--- config.mk ---
export PLATFORM = sky130hd
export DESIGN_NAME = uc_multiciclo_param
export DESIGN_NICKNAME = d
export VERILOG_FILES = /design/src/rtl/uc_pkg.sv /design/src/rtl/uc_alu_dec.sv /design/src/rtl/uc_multiciclo_param.sv
export SDC_FILE = /design/constraint.sdc
export NUM_CORES = 1
export LEC_CHECK = 0
export CORE_MARGIN = 4
export CORE_UTILIZATION = 48
export DETAILED_ROUTE_END_ITERATION = 16
export HOLD_SLACK_MARGIN = 0.15
export PLACE_DENSITY = 0.81
export SLEW_MARGIN = 25
export SYNTH_ARGS = -nofsm -noshare
export SYNTH_HDL_FRONTEND = slang
export SYNTH_SLANG_ARGS = --single-unit
--- constraint.sdc ---
create_clock -name CLK -period 2.9 [get_ports CLK]
set_input_delay 0.58 -clock CLK [delete_from_list [all_inputs] [get_ports CLK]]
set_output_delay 0.58 -clock CLK [all_outputs]
set_load 0.03 [all_outputs]
--- src/rtl/uc_pkg.sv ---
// Shared encodings for the multicycle control unit: FSM states, ALU codes,
// opcodes and the datapath mux-select / exception-cause values.
package uc_pkg;

    typedef enum logic [3:0] {
        ST_RST    = 4'd0,
        ST_FETCH  = 4'd1,
        ST_DECODE = 4'd2,
        ST_EXEC_R = 4'd3,
        ST_EXEC_I = 4'd4,
        ST_WB_ALU = 4'd5,
        ST_ADDR   = 4'd6,
        ST_MEM_RD = 4'd7,
        ST_MEM_WB = 4'd8,
        ST_MEM_WR = 4'd9,
        ST_BRANCH = 4'd10,
        ST_JAL    = 4'd11,
        ST_LUI    = 4'd12,
        ST_EXCEPT = 4'd13
    } state_t;

    localparam logic [2:0] ALU_NONE = 3'b000;
    localparam logic [2:0] ALU_ADD  = 3'b001;
    localparam logic [2:0] ALU_SUB  = 3'b010;
    localparam logic [2:0] ALU_AND  = 3'b011;
    localparam logic [2:0] ALU_XOR  = 3'b110;

    localparam logic [6:0] OP_R      = 7'b0110011;
    localparam logic [6:0] OP_I      = 7'b0010011;
    localparam logic [6:0] OP_LOAD   = 7'b0000011;
    localparam logic [6:0] OP_STORE  = 7'b0100011;
    localparam logic [6:0] OP_BRANCH = 7'b1100011;
    localparam logic [6:0] OP_JAL    = 7'b1101111;
    localparam logic [6:0] OP_LUI    = 7'b0110111;

    localparam logic [2:0] F3_BEQ = 3'b000;
    localparam logic [2:0] F3_BNE = 3'b001;

    localparam logic [1:0] SRCA_PC     = 2'b00;
    localparam logic [1:0] SRCA_A      = 2'b01;
    localparam logic [1:0] SRCA_OLDPC  = 2'b10;
    localparam logic [1:0] SRCB_B      = 2'b00;
    localparam logic [1:0] SRCB_4      = 2'b01;
    localparam logic [1:0] SRCB_IMM    = 2'b10;
    localparam logic [1:0] SRCB_IMM_SH = 2'b11;

    localparam logic [1:0] PCSRC_ALU    = 2'b00;
    localparam logic [1:0] PCSRC_ALUOUT = 2'b01;
    localparam logic [1:0] PCSRC_EXC    = 2'b11;

    localparam logic [1:0] M2R_ALUOUT = 2'b00;
    localparam logic [1:0] M2R_MDR    = 2'b01;
    localparam logic [1:0] M2R_PC     = 2'b10;
    localparam logic [1:0] M2R_IMM    = 2'b11;

    localparam logic [1:0] CAUSE_NONE    = 2'b00;
    localparam logic [1:0] CAUSE_ILLEGAL = 2'b01;
    localparam logic [1:0] CAUSE_TIMEOUT = 2'b10;

    function automatic logic is_mem_state(input state_t s);
        return (s == ST_FETCH) || (s == ST_MEM_RD) || (s == ST_MEM_WR);
    endfunction

endpackage

--- src/rtl/uc_alu_dec.sv ---
// Combinational ALU operation decode from FUNCT3/FUNCT7_5.
// Immediate-form instructions ignore FUNCT7_5 (there is no subi).
module uc_alu_dec
    import uc_pkg::*;
(
    input  logic [2:0] funct3,
    input  logic       funct7_5,
    input  logic       is_imm,
    output logic [2:0] alu_sel
);

    always_comb begin
        alu_sel = ALU_ADD;
        case (funct3)
            3'b000:  alu_sel = (funct7_5 && !is_imm) ? ALU_SUB : ALU_ADD;
            3'b111:  alu_sel = ALU_AND;
            3'b100:  alu_sel = ALU_XOR;
            default: alu_sel = ALU_ADD;
        endcase
    end

endmodule

--- src/rtl/uc_multiciclo_param.sv ---
// Multicycle control unit for the 64-bit RISC-V datapath: memory handshake
// with bounded wait, branch/jal/lui/load/store sequencing and exception entry.
module uc_multiciclo_param
    import uc_pkg::*;
#(
    parameter int MEM_TIMEOUT = 16,
    parameter int EXC_ENABLE  = 1,
    parameter int CNT_W       = 8
) (
    input  logic       CLK,
    input  logic       RESET,
    input  logic [6:0] IR6_0,
    input  logic [2:0] FUNCT3,
    input  logic       FUNCT7_5,
    input  logic       ALU_ZERO,
    input  logic       MEM_READY,
    output logic       MEM_REQ,
    output logic       MEM32_WIRE,
    output logic       IR_WIRE,
    output logic       LOAD_A,
    output logic       LOAD_B,
    output logic       LOAD_ALUOUT,
    output logic       LOAD_MDR,
    output logic       LOAD_OLDPC,
    output logic [1:0] ALU_SRCA,
    output logic [1:0] ALU_SRCB,
    output logic [2:0] ALU_SELECTOR,
    output logic       PC_WRITE,
    output logic [1:0] PC_SRC,
    output logic [1:0] MEM_TO_REG,
    output logic       BANCO_WIRE,
    output logic       EPC_WRITE,
    output logic [1:0] CAUSE,
    output logic [3:0] STATE_DBG
);

    state_t           state_q, state_nxt;
    logic [CNT_W-1:0] cnt_q;
    logic             first_q;
    logic [1:0]       cause_q, cause_nxt;
    logic [2:0]       dec_sel;
    logic             timeout;

    uc_alu_dec u_alu_dec (
        .funct3   (FUNCT3),
        .funct7_5 (FUNCT7_5),
        .is_imm   (state_q == ST_EXEC_I),
        .alu_sel  (dec_sel)
    );

    // The limit is hit on the cycle the counter would reach MEM_TIMEOUT; a
    // MEM_READY in that same cycle still completes the access.
    assign timeout = (EXC_ENABLE != 0) && !MEM_READY &&
                     (cnt_q == CNT_W'(MEM_TIMEOUT - 1));

    always_ff @(posedge CLK or posedge RESET) begin
        if (RESET) begin
            state_q <= ST_RST;
            cnt_q   <= '0;
            first_q <= 1'b0;
            cause_q <= CAUSE_NONE;
        end else begin
            state_q <= state_nxt;
            first_q <= (state_nxt != state_q);
            if (state_nxt != state_q)
                cnt_q <= '0;
            else if (is_mem_state(state_q) && !MEM_READY && (cnt_q != '1))
                cnt_q <= cnt_q + 1'b1;
            if (state_nxt == ST_EXCEPT)
                cause_q <= cause_nxt;
        end
    end

    always_comb begin
        state_nxt    = state_q;
        cause_nxt    = cause_q;
        MEM_REQ      = 1'b0;
        MEM32_WIRE   = 1'b0;
        IR_WIRE      = 1'b0;
        LOAD_A       = 1'b0;
        LOAD_B       = 1'b0;
        LOAD_ALUOUT  = 1'b0;
        LOAD_MDR     = 1'b0;
        LOAD_OLDPC   = 1'b0;
        ALU_SRCA     = SRCA_PC;
        ALU_SRCB     = SRCB_B;
        ALU_SELECTOR = ALU_NONE;
        PC_WRITE     = 1'b0;
        PC_SRC       = PCSRC_ALU;
        MEM_TO_REG   = M2R_ALUOUT;
        BANCO_WIRE   = 1'b0;
        EPC_WRITE    = 1'b0;
        case (state_q)
            ST_RST: state_nxt = ST_FETCH;
            ST_FETCH: begin
                MEM_REQ      = 1'b1;
                LOAD_OLDPC   = first_q;
                ALU_SRCA     = SRCA_PC;
                ALU_SRCB     = SRCB_4;
                ALU_SELECTOR = ALU_ADD;
                if (MEM_READY) begin
                    IR_WIRE   = 1'b1;
                    PC_WRITE  = 1'b1;
                    state_nxt = ST_DECODE;
                end else if (timeout) begin
                    cause_nxt = CAUSE_TIMEOUT;
                    state_nxt = ST_EXCEPT;
                end
            end
            ST_DECODE: begin
                LOAD_A       = 1'b1;
                LOAD_B       = 1'b1;
                LOAD_ALUOUT  = 1'b1;
                ALU_SRCA     = SRCA_OLDPC;
                ALU_SRCB     = SRCB_IMM_SH;
                ALU_SELECTOR = ALU_ADD;
                case (IR6_0)
                    OP_R:              state_nxt = ST_EXEC_R;
                    OP_I:              state_nxt = ST_EXEC_I;
                    OP_LOAD, OP_STORE: state_nxt = ST_ADDR;
                    OP_BRANCH:         state_nxt = ST_BRANCH;
                    OP_JAL:            state_nxt = ST_JAL;
                    OP_LUI:            state_nxt = ST_LUI;
                    default: begin
                        if (EXC_ENABLE != 0) begin
                            cause_nxt = CAUSE_ILLEGAL;
                            state_nxt = ST_EXCEPT;
                        end else begin
                            state_nxt = ST_FETCH;
                        end
                    end
                endcase
            end
            ST_EXEC_R, ST_EXEC_I: begin
                ALU_SRCA     = SRCA_A;
                ALU_SRCB     = (state_q == ST_EXEC_I) ? SRCB_IMM : SRCB_B;
                ALU_SELECTOR = dec_sel;
                LOAD_ALUOUT  = 1'b1;
                state_nxt    = ST_WB_ALU;
            end
            ST_WB_ALU: begin
                BANCO_WIRE = 1'b1;
                MEM_TO_REG = M2R_ALUOUT;
                state_nxt  = ST_FETCH;
            end
            ST_ADDR: begin
                ALU_SRCA     = SRCA_A;
                ALU_SRCB     = SRCB_IMM;
                ALU_SELECTOR = ALU_ADD;
                LOAD_ALUOUT  = 1'b1;
                state_nxt    = (IR6_0 == OP_LOAD) ? ST_MEM_RD : ST_MEM_WR;
            end
            ST_MEM_RD, ST_MEM_WR: begin
                MEM_REQ    = 1'b1;
                MEM32_WIRE = (state_q == ST_MEM_WR);
                if (MEM_READY) begin
                    LOAD_MDR  = (state_q == ST_MEM_RD);
                    state_nxt = (state_q == ST_MEM_RD) ? ST_MEM_WB : ST_FETCH;
                end else if (timeout) begin
                    cause_nxt = CAUSE_TIMEOUT;
                    state_nxt = ST_EXCEPT;
                end
            end
            ST_MEM_WB: begin
                BANCO_WIRE = 1'b1;
                MEM_TO_REG = M2R_MDR;
                state_nxt  = ST_FETCH;
            end
            ST_BRANCH: begin
                ALU_SRCA     = SRCA_A;
                ALU_SRCB     = SRCB_B;
                ALU_SELECTOR = ALU_SUB;
                if (((FUNCT3 == F3_BEQ) && ALU_ZERO) || ((FUNCT3 == F3_BNE) && !ALU_ZERO)) begin
                    PC_WRITE = 1'b1;
                    PC_SRC   = PCSRC_ALUOUT;
                end
                state_nxt = ST_FETCH;
            end
            ST_JAL: begin
                BANCO_WIRE = 1'b1;
                MEM_TO_REG = M2R_PC;
                PC_WRITE   = 1'b1;
                PC_SRC     = PCSRC_ALUOUT;
                state_nxt  = ST_FETCH;
            end
            ST_LUI: begin
                BANCO_WIRE = 1'b1;
                MEM_TO_REG = M2R_IMM;
                state_nxt  = ST_FETCH;
            end
            ST_EXCEPT: begin
                EPC_WRITE = 1'b1;
                PC_WRITE  = 1'b1;
                PC_SRC    = PCSRC_EXC;
                state_nxt = ST_FETCH;
            end
            default: state_nxt = ST_RST;
        endcase
    end

    assign CAUSE     = cause_q;
    assign STATE_DBG = state_q;

endmodule

# ---- Word-level counts from Yosys, hierarchy flattened
# Cells that the tools add are included.
dict set report word_totals {
  ff_bits 15
  latchBits 0
  ram_bits 0
  rom_bits 0
  inputBits 15
  elab_cells 98
  n_memories 0
}
dict set report op_classes {
  add_sub_neg 1
  mul 0
  n_div 0
  n_lt_le_gt_ge 0
  n_eq_ne 30
  shifts 0
  muxes 35
  n_bitwise 0
  n_reduce_logical 28
}
# cell count
set op_table {}
lappend op_table {{4-bit case mux with 6 select lines} 2}
lappend op_table {{4-bit == test, second input constant} 7}
lappend op_table {{7-bit by 6-bit == test with 1-bit output, second input constant} 3}
lappend op_table {{4-bit two-way mux} 5}
lappend op_table {{3-bit case mux with 3 select lines} 2}
lappend op_table {{4-bit by 3-bit == test with 1-bit output, second input constant} 4}
lappend op_table {{8-bit two-way mux} 2}
lappend op_table {{7-bit == test, second input constant} 2}
lappend op_table {{7-bit OR reduction} 2}
lappend op_table {{1-bit two-way mux} 13}
lappend op_table {{2-bit case mux with 3 select lines} 2}
lappend op_table {{4-bit OR reduction} 3}
lappend op_table {{2-bit two-way mux} 5}
lappend op_table {{8-bit by 1-bit adder with 8-bit output, second input constant} 1}
lappend op_table {{4-bit by 2-bit == test with 1-bit output, second input constant} 2}
lappend op_table {{8-bit by 4-bit == test with 1-bit output, second input constant} 1}
lappend op_table {{8-bit inequality test, second input constant} 1}
lappend op_table {{2-bit case mux with 2 select lines} 2}
lappend op_table {{2-bit case mux with 4 select lines} 1}
lappend op_table {{2-bit OR reduction} 4}
lappend op_table {{7-bit by 2-bit == test with 1-bit output, second input constant} 1}
lappend op_table {{7-bit by 5-bit == test with 1-bit output, second input constant} 1}
lappend op_table {{3-bit == test, second input constant} 2}
lappend op_table {{1-bit logical AND} 6}
lappend op_table {{13 further kinds} 20}

# ---- Depth between registers and ports, before layout
# Gate-level depths: netlist (run 1).
dict set report depth {
  ltp_word 7
  depth_mapped 8
  ltp_nobuf 6
}

# ---- Cells and area by module
# A second synthesis (run 1) with hierarchy kept.
dict set report unflattened {
  cells_unflattened 178
  hier_area_um2 1356.3
}
# module n_inst cells_per_inst area_each_um2 seq_area_each_um2
set by_module_without_submodules {}
lappend by_module_without_submodules {uc_multiciclo_param 1 172 1315.0 375.4}
lappend by_module_without_submodules {uc_alu_dec 1 6 41.3 0.0}

# ---- Least setup slack after synthesis (run 1)
# No wires, ideal clock.
dict set report synth_timing {
  kind {register to output}
  from {reg state_q[3] (netlist: STATE_DBG[3])}
  to {out ALU_SELECTOR[0]}
  arrival_ns 2.145
  setup_slack_ns 0.175
  stages_incl_launch_ff 7
  path_cell_list {dfrtp_1 > buf_6 > or4b_1 > a21oi_1 > o31ai_1 > a21o_1 > a21oi_1}
}
dict set report synth_between {
  elab_chain_cells 6
}
# item line
set synth_rtl {}
lappend synth_rtl {{start, declared} uc_multiciclo_param.sv:37} ;# state_t state_q, state_nxt;
lappend synth_rtl {{start signal, assigned} uc_multiciclo_param.sv:63} ;# state_q <= state_nxt;
lappend synth_rtl {{4-bit by 3-bit == test with 1-bit output} {uc_multiciclo_param.sv:47, uc_multiciclo_param.sv:93}}
lappend synth_rtl {{1-bit logical NOT} uc_alu_dec.sv:15} ;# 3'b000: alu_sel = (funct7_5 && !is_imm) ? ALU_SUB : ALU_ADD;
lappend synth_rtl {{1-bit logical AND} uc_alu_dec.sv:15}
lappend synth_rtl {{2-bit two-way mux} uc_alu_dec.sv:15}
lappend synth_rtl {{3-bit case mux with 3 select lines} uc_alu_dec.sv:14} ;# case (funct3)
lappend synth_rtl {{3-bit case mux with 3 select lines *} uc_multiciclo_param.sv:93} ;# case (state_q)
lappend synth_rtl {{end, declared} uc_multiciclo_param.sv:27} ;# output logic [2:0] ALU_SELECTOR,
# Every way passes the cells marked *; elsewhere a longest branch is shown, timed or not.

# ---- Worst setup path in the final report (run 1)
# Same ends and word-level chain as after synthesis.

==> reports/metrics.json, run 1 <==
{
  "outcome": "finished clean",
  "cp_slowest_cell": "sky130_fd_sc_hd__or4b_4",
  "place_congestion": 0.943,
  "share_comb_of_total_power_pct": 74.7,
  "hold_depth": 1,
  "worst_hold_startpoint": "CAUSE[0]$_DFFE_PP0P_",
  "period_needed_ns": 2.82,
  "power_switching_share_pct": 52.1,
  "postLayoutSetupSlackWorst_ns": 0.0788,
  "cp.required_ns": 2.32,
  "synth-async-reset-ratio_pct": 100,
  "area.growth.synth_to_final_pct": 36.0,
  "critical_path_arrival_ns": 2.24,
  "timing.critical_path.to_type": "output pin",
  "final_number_of_setup_violating_endpoints": 0,
  "peakVddDrop_v": 0.000742,
  "vias": 1655,
  "slew_violations": 0,
  "dr.first_iter.drc_count": 114,
  "gr-usage-all-layers_pct": 22.3,
  "grt_antenna_before_repair": 0,
  "register_to_register_setup_slack_ns": 0.60,
  "critical_path.most_common_cell": "sky130_fd_sc_hd__a21oi_1",
  "final_cells": 265,
  "sequentialPowerShare_pct": 18.4,
  "cts_made_buffers": 3,
  "synth.ff_latch_count": 15,
  "dp_worst_setup_slack_ns": -0.0956,
  "stdcell_area_mm2": 0.00203,
  "fin_hold_ws_ns": 0.506,
  "first_global_vias": 1605,
  "ctsHtreeMaxLevel": 1,
  "yosysWarnings": 0,
  "seq_area_frac_synth_pct": 25.1,
  "tightest_slew_ns": 0.748,
  "grt_overflow_total": 0,
  "port-buffer-count": 42,
  "cellLeakagePower_uw": 0.000857,
  "via_per_inst": 6.25,
  "synthesis.instances": 185,
  "crit_path_max_fanout": 17,
  "placement.cell_area_mm2": 0.00199,
  "placedCellCount": 261,
  "worst_path_dominant_cell_family": "compound AO/OA/AOI/OAI gates",
  "post_route_cells_drive_above_1_share_pct": 17.5,
  "number_of_failing_hold_endpoints_at_the_final_stage": 0,
  "crit-reg2reg-launch": "STATE_DBG[2]$_DFF_PP0_",
  "design.portCount": 43,
  "power.internal_uw": 880,
  "clockPowerShare_pct": 6.9,
  "crit_type": "flop to output pin",
  "max_cap_violations": 0,
  "wirelength_mm": 4.33,
  "drc": 0,
  "synthFlopType": "sky130_fd_sc_hd__dfrtp_1",
  "synthesis.nets": 201,
  "worstSkewPairLatency_ns": 0.30,
  "setup_repair_after_global_routing_missed_its_margin": "false",
  "worst_clock_skew_ns": 0.00898,
  "yosys.area.top_type_share_pct": 25.1,
  "slew_headroom_pct": 48.8,
  "p_per_cell_area_mw_per_mm2": 905,
  "synth_cell_types": 61,
  "critical_path.max_stage_delay_ns": 0.61,
  "postCtsSetupBuffers": 0,
  "design.final.nets": 251,
  "cts-root-to-sink-buffers": 2,
  "placeable_area_mm2": 0.00285,
  "min_delay_endpoint": "CAUSE[0]$_DFFE_PP0P_",
  "numClockSinks": 15,
  "initial_utilization_pct": 52.3,
  "cp.buffers_inverters": 1,
  "post_synth_main_area_contributors": "sky130_fd_sc_hd__dfrtp_1 25%, sky130_fd_sc_hd__o21ai_0 4.0%, sky130_fd_sc_hd__nor2_1 3.5%",
  "synth_top_area_cell": "sky130_fd_sc_hd__dfrtp_1",
  "timing.critical_path.cells": "or4b_4 > a21oi_1 > o31ai_1 > a21o_1 > a21oi_1 > buf_4",
  "maximum_number_of_pins_on_one_net_before_global_route_repair": 19,
  "fmax_mhz": 354,
  "clk_pin_slew_worst_paths_ns": 0.09,
  "timing.rr.end": "cnt_q[5]$_DFFE_PP0P_",
  "die_w_um": 63.8,
  "drtAntennaViolNets": 0,
  "floorplan.rows": 19,
  "n_antenna_cell": 0,
  "die-area_mm2": 0.00407,
  "clock_tree.root_cell": "sky130_fd_sc_hd__clkbuf_4",
  "switching_power_uw": 957,
  "synth_enable_flop_cells": 0,
  "cts_tree": "yes",
  "hold_class": "flop to flop",
  "grt_pass1_wl_mm": 7.50,
  "cp-start-kind": "flop",
  "post-route-period-util_pct": 97.3,
  "floorplan.die.height_um": 63.8,
  "syn_avg_cell_area_um2": 8.07,
  "syn_area_mm2": 0.00149,
  "routed_wire_length_per_instance_um": 16.3,
  "drtPass1Iterations": 4,
  "fin_total_pwr_uw": 1840,
  "ff2ff_path_depth": 7,
  "detailedPlacementHpwl_mm": 3.36
}
[logic make-up (layout without fill, tap and decap cells)]
group / Yosys count / after routing / synth area share, %
DFF: 15 / 15 / 25.1
muxes: 2 / 2 / 1.42
and+or+nand+nor: 91 / 91 / 37.0
buffers and inverters: 21 / 70 / 7.21
adders and majority gates: 1 / 1 / 0.838
xor gates and xnor gates: 6 / 6 / 3.52
AOI/OAI and AO/OA: 49 / 49 / 24.9
[metrics by stage]
step	TNS (ns)	util, %
2_1_floorplan	0	-
3_3_place_gp	-0.0513	69.7
3_5_place_dp	-0.0956	69.7
4_1_cts	0	70.8
5_1_grt	0	71.2
6_report	0	71.2
[cell usage after synthesis, drive strengths merged, types with 3 or more instances]
cell and number:
a21o 4, nor4 3, nand3 7, a211oi 3
and2 3, nor2b 3, o21ai 12, clkbuf 4
o211ai 3, buf 9, and3 5, a21oi 7
nor4b 4, xnor2 5, nand3b 3, nand2b 7
nor2 14, nor3 10, nand4 7, inv 7
nand2 11, dfrtp 15
[placed cells by master, fill, tap and decap left out, types with 3 or more instances in the layout]
cell,count
sky130_fd_sc_hd__inv_1,7
sky130_fd_sc_hd__a21oi_1,7
sky130_fd_sc_hd__nor4b_1,3
sky130_fd_sc_hd__a21o_1,4
sky130_fd_sc_hd__clkdlybuf4s50_1,35
sky130_fd_sc_hd__dfrtp_2,4
sky130_fd_sc_hd__clkbuf_4,3
sky130_fd_sc_hd__nor2b_1,3
sky130_fd_sc_hd__o211ai_1,3
sky130_fd_sc_hd__and3_1,5
sky130_fd_sc_hd__o21ai_0,12
sky130_fd_sc_hd__nor2_1,14
sky130_fd_sc_hd__nand4_1,7
sky130_fd_sc_hd__nand3b_1,3
sky130_fd_sc_hd__nand2b_1,7
sky130_fd_sc_hd__dfrtp_1,11
sky130_fd_sc_hd__nand3_1,7
sky130_fd_sc_hd__xnor2_1,5
sky130_fd_sc_hd__dlymetal6s2s_1,3
sky130_fd_sc_hd__buf_4,19
sky130_fd_sc_hd__a211oi_1,3
sky130_fd_sc_hd__nor3_1,10
sky130_fd_sc_hd__nand2_1,11
[power by group through the flow]
| stage | Clock [µW] | Combinational, µW | Sequential (µW) |
|---|---|---|---|
| after floorplan | 0 | 867 | 330 |
| after global placement | 0 | 1350 | 332 |
| after detailed placement | 0 | 1380 | 336 |
| after CTS | 126 | 1380 | 334 |
| after global routing | 135 | 1470 | 351 |
| final | 126 | 1370 | 338 |
[per-layer routing]
metal / track usage, % / up-vias / part of all wire, %
met5: 0 / - / 0
met4: 6.74 / 0 / 1.6
met3: 2.80 / 9 / 4.1
met2: 39.5 / 53 / 52
met1: 28.3 / 798 / 43
li1: - / 795 / -
[flip-flops by register name, summed over array words and instances, names as in the netlist]
signal	cells
CAUSE	2
STATE_DBG	4
cnt_q	8
first_q	1
[area by class of cell]
| type | instances | area [µm²] |
|---|---|---|
| clock inverters | 1 | 5.00 |
| flip-flops and latches | 15 | 380 |
| fillers | 255 | 822 |
| well taps | 31 | 38.8 |
| clock buffers | 3 | 22.5 |
| inverters | 8 | 31.3 |
| multi-input cells | 149 | 1010 |
| repair buffers | 58 | 539 |
[worst max path at each step]
| stage | from | endpoint | depth (start not counted) |
|---|---|---|---|
| after floorplan | STATE_DBG[3]$_DFF_PP0_ | ALU_SELECTOR[0] | 6 |
| after global placement | FUNCT3[0] | PC_WRITE | 7 |
| after detailed placement | FUNCT3[0] | PC_WRITE | 7 |
| after CTS | STATE_DBG[0]$_DFF_PP0_ | ALU_SRCA[0] | 5 |
| after global routing | STATE_DBG[3]$_DFF_PP0_ | ALU_SELECTOR[0] | 6 |
| final | STATE_DBG[3]$_DFF_PP0_ | ALU_SELECTOR[0] | 6 |
[repair_timing]
action                                  4_1_cts  5_1_grt
gates resized for setup                       3        6
endpoints found under the setup margin        2        7
hold buffers                                  0        0
Note: power is estimated with default switching activity, not from simulation.
==> run 2, diff against run 1 <==
--- a/config.mk
+++ b/config.mk
@@ -6,10 +6,11 @@
 export NUM_CORES = 1
 export LEC_CHECK = 0
 export CORE_MARGIN = 4
-export CORE_UTILIZATION = 48
+export CORE_UTILIZATION = 40
 export DETAILED_ROUTE_END_ITERATION = 16
 export HOLD_SLACK_MARGIN = 0.15
-export PLACE_DENSITY = 0.81
+export PLACE_DENSITY = 0.69
+export RECOVER_POWER = 25
 export SLEW_MARGIN = 25
 export SYNTH_ARGS = -nofsm -noshare
 export SYNTH_HDL_FRONTEND = slang
==> reports/metrics.json, run 2 (synthesized netlist as in run 1, its figures left out) <==
{
  "placedCellCount": 276,
  "drtAntennaViolNets": 0,
  "cp-start-kind": "flop",
  "critical_path_arrival_ns": 2.21,
  "post-route-period-util_pct": 96.1,
  "mostFrequentLayoutCell": "sky130_fd_sc_hd__clkdlybuf4s50_1",
  "stdcell_area_mm2": 0.00206,
  "placeable_area_mm2": 0.00347,
  "clock_tree.root_cell": "sky130_fd_sc_hd__clkbuf_8",
  "max_flop_register": "cnt_q",
  "wirelength_mm": 4.41,
  "worstSkewPairLatency_ns": 0.25,
  "gr-usage-all-layers_pct": 18.3,
  "final_number_of_setup_violating_endpoints": 0,
  "number_of_failing_hold_endpoints_at_the_final_stage": 0,
  "crit_path_max_fanout": 11,
  "first_global_vias": 1594,
  "cellLeakagePower_uw": 0.000844,
  "routed_wire_length_per_instance_um": 15.7,
  "cts-root-to-sink-buffers": 2,
  "maximum_number_of_pins_on_one_net_before_global_route_repair": 19,
  "outcome": "finished clean",
  "die-area_mm2": 0.00477,
  "design.final.nets": 251,
  "via_per_inst": 5.86,
  "clk_pin_slew_worst_paths_ns": 0.06,
  "hold_class": "flop to flop",
  "p_per_cell_area_mw_per_mm2": 915,
  "placement.cell_area_mm2": 0.00201,
  "cp.required_ns": 2.32,
  "fmax_mhz": 359,
  "setup_repair_after_global_routing_missed_its_margin": "false",
  "post_route_cells_drive_above_1_share_pct": 17.1,
  "timing.critical_path.to_type": "output pin",
  "slew_headroom_pct": 61.4,
  "area.growth.synth_to_final_pct": 38.1,
  "floorplan.rows": 21,
  "postLayoutSetupSlackWorst_ns": 0.114,
  "grt_overflow_total": 0,
  "port-buffer-count": 42,
  "crit_type": "flop to output pin",
  "n_antenna_cell": 0,
  "postCtsSetupBuffers": 0,
  "final_cells": 280,
  "grt_pass1_wl_mm": 7.53,
  "final_core_util_pct": 59.4,
  "numClockSinks": 15,
  "initial_utilization_pct": 43.0,
  "floorplan.die.height_um": 69.1,
  "design.portCount": 43,
  "dp_worst_setup_slack_ns": -0.0356,
  "drc": 0,
  "cts_made_buffers": 3,
  "period_needed_ns": 2.79,
  "drtPass1Iterations": 4,
  "dr.first_iter.drc_count": 134,
  "worst_clock_skew_ns": 0.000945,
  "max_cap_violations": 0,
  "tightest_slew_ns": 0.564,
  "slew_violations": 0,
  "place_congestion": 0.847,
  "ctsHtreeMaxLevel": 1,
  "grt_antenna_before_repair": 0,
  "vias": 1642,
  "layout.cells.most_common_list": "35 x sky130_fd_sc_hd__clkdlybuf4s50_1, 19 x sky130_fd_sc_hd__buf_4, 14 x sky130_fd_sc_hd__nor2_1",
  "cts_tree": "yes",
  "largest_register_ff_count": 8,
  "peakVddDrop_v": 0.000489,
  "detailedPlacementHpwl_mm": 3.37,
  "die_w_um": 69.1
}
[run 2: cell types whose count changed in the layout (fill, tap and decap cells not counted)]
| cell | change |
|---|---|
| sky130_fd_sc_hd__dlygate4sd3_1 | +1 |
| sky130_fd_sc_hd__clkbuf_8 | +3 |
| sky130_fd_sc_hd__clkbuf_4 | -3 |
| sky130_fd_sc_hd__dfrtp_1 | +1 |
| sky130_fd_sc_hd__dlygate4sd2_1 | +1 |
| sky130_fd_sc_hd__dlymetal6s2s_1 | -2 |
| sky130_fd_sc_hd__dfrtp_2 | -1 |
[run 2: routing by layer]
metal	vias up	GRT usage, %	wire (µm)
met5	-	0	0
met4	0	3.04	10
met3	2	3.92	201
met2	48	32.2	2240
met1	804	23.1	1950
li1	788	-	-
[run 2: metrics by stage]
step	power, µW	hold slack [ns]	TNS, ns
6_report	1890	0.500	0
5_1_grt	2010	0.520	0
4_1_cts	1880	0.501	0
3_5_place_dp	1720	0.487	-0.0356
3_3_place_gp	1700	0.476	-0.0233
2_1_floorplan	1200	0.481	0
[run 2: final cells by class]
type,count,area (µm²)
Clock buffer,3,41.3
Tap cell,46,57.6
Timing Repair Buffer,58,533
Sequential cell,15,379
Inverter,8,31.3
Multi-Input combinational cell,149,1010
Fill cell,334,1410
Clock inverter,1,5.00
[run 2: what timing repair did]
action | 4_1_cts | 5_1_grt
endpoints found under the setup margin | 3 | 7
resized for setup | 4 | 3
hold buffers | 0 | 0
[run 2: final timing paths]
check | start | to | slack, ns | cells past startpoint
min in group asynchronous | RESET | CAUSE[0]$_DFFE_PP0P_ | 0.82 | 2
hold / removal | CAUSE[0]$_DFFE_PP0P_ | CAUSE[0]$_DFFE_PP0P_ | 0.50 | 1
setup / recovery | STATE_DBG[0]$_DFF_PP0_ | IR_WIRE | 0.11 | 3
setup reg to reg | STATE_DBG[0]$_DFF_PP0_ | cnt_q[6]$_DFFE_PP0P_ | 0.61 | 7
max in group asynchronous | RESET | STATE_DBG[1]$_DFF_PP0_ | 1.68 | 2
hold reg to reg | CAUSE[0]$_DFFE_PP0P_ | CAUSE[0]$_DFFE_PP0P_ | 0.50 | 1
[run 2: worst max-delay path, stage by stage (launching register included)]
cell and delay (ns):
sky130_fd_sc_hd__dfrtp_1 0.56, sky130_fd_sc_hd__nor2b_1 0.35, sky130_fd_sc_hd__and3_1 0.33, sky130_fd_sc_hd__clkdlybuf4s50_1 0.71
[run 2: power breakdown]
| group | total (µW) | switching, µW | internal [µW] | leakage [µW] |
|---|---|---|---|---|
| clock network | 169 | 74.2 | 95.2 | 0.0000255 |
| registers | 360 | 110 | 250 | 0.000190 |
| logic | 1360 | 783 | 573 | 0.000628 |
==> run 3, diff against run 2 <==
--- a/config.mk
+++ b/config.mk
@@ -5,6 +5,7 @@
 export SDC_FILE = /design/constraint.sdc
 export NUM_CORES = 1
 export LEC_CHECK = 0
+export CAP_MARGIN = 15
 export CORE_MARGIN = 4
 export CORE_UTILIZATION = 40
 export DETAILED_ROUTE_END_ITERATION = 16
==> results of run 3 <==
Same layout as run 2: the final DEF is identical, and so are final timing and power.
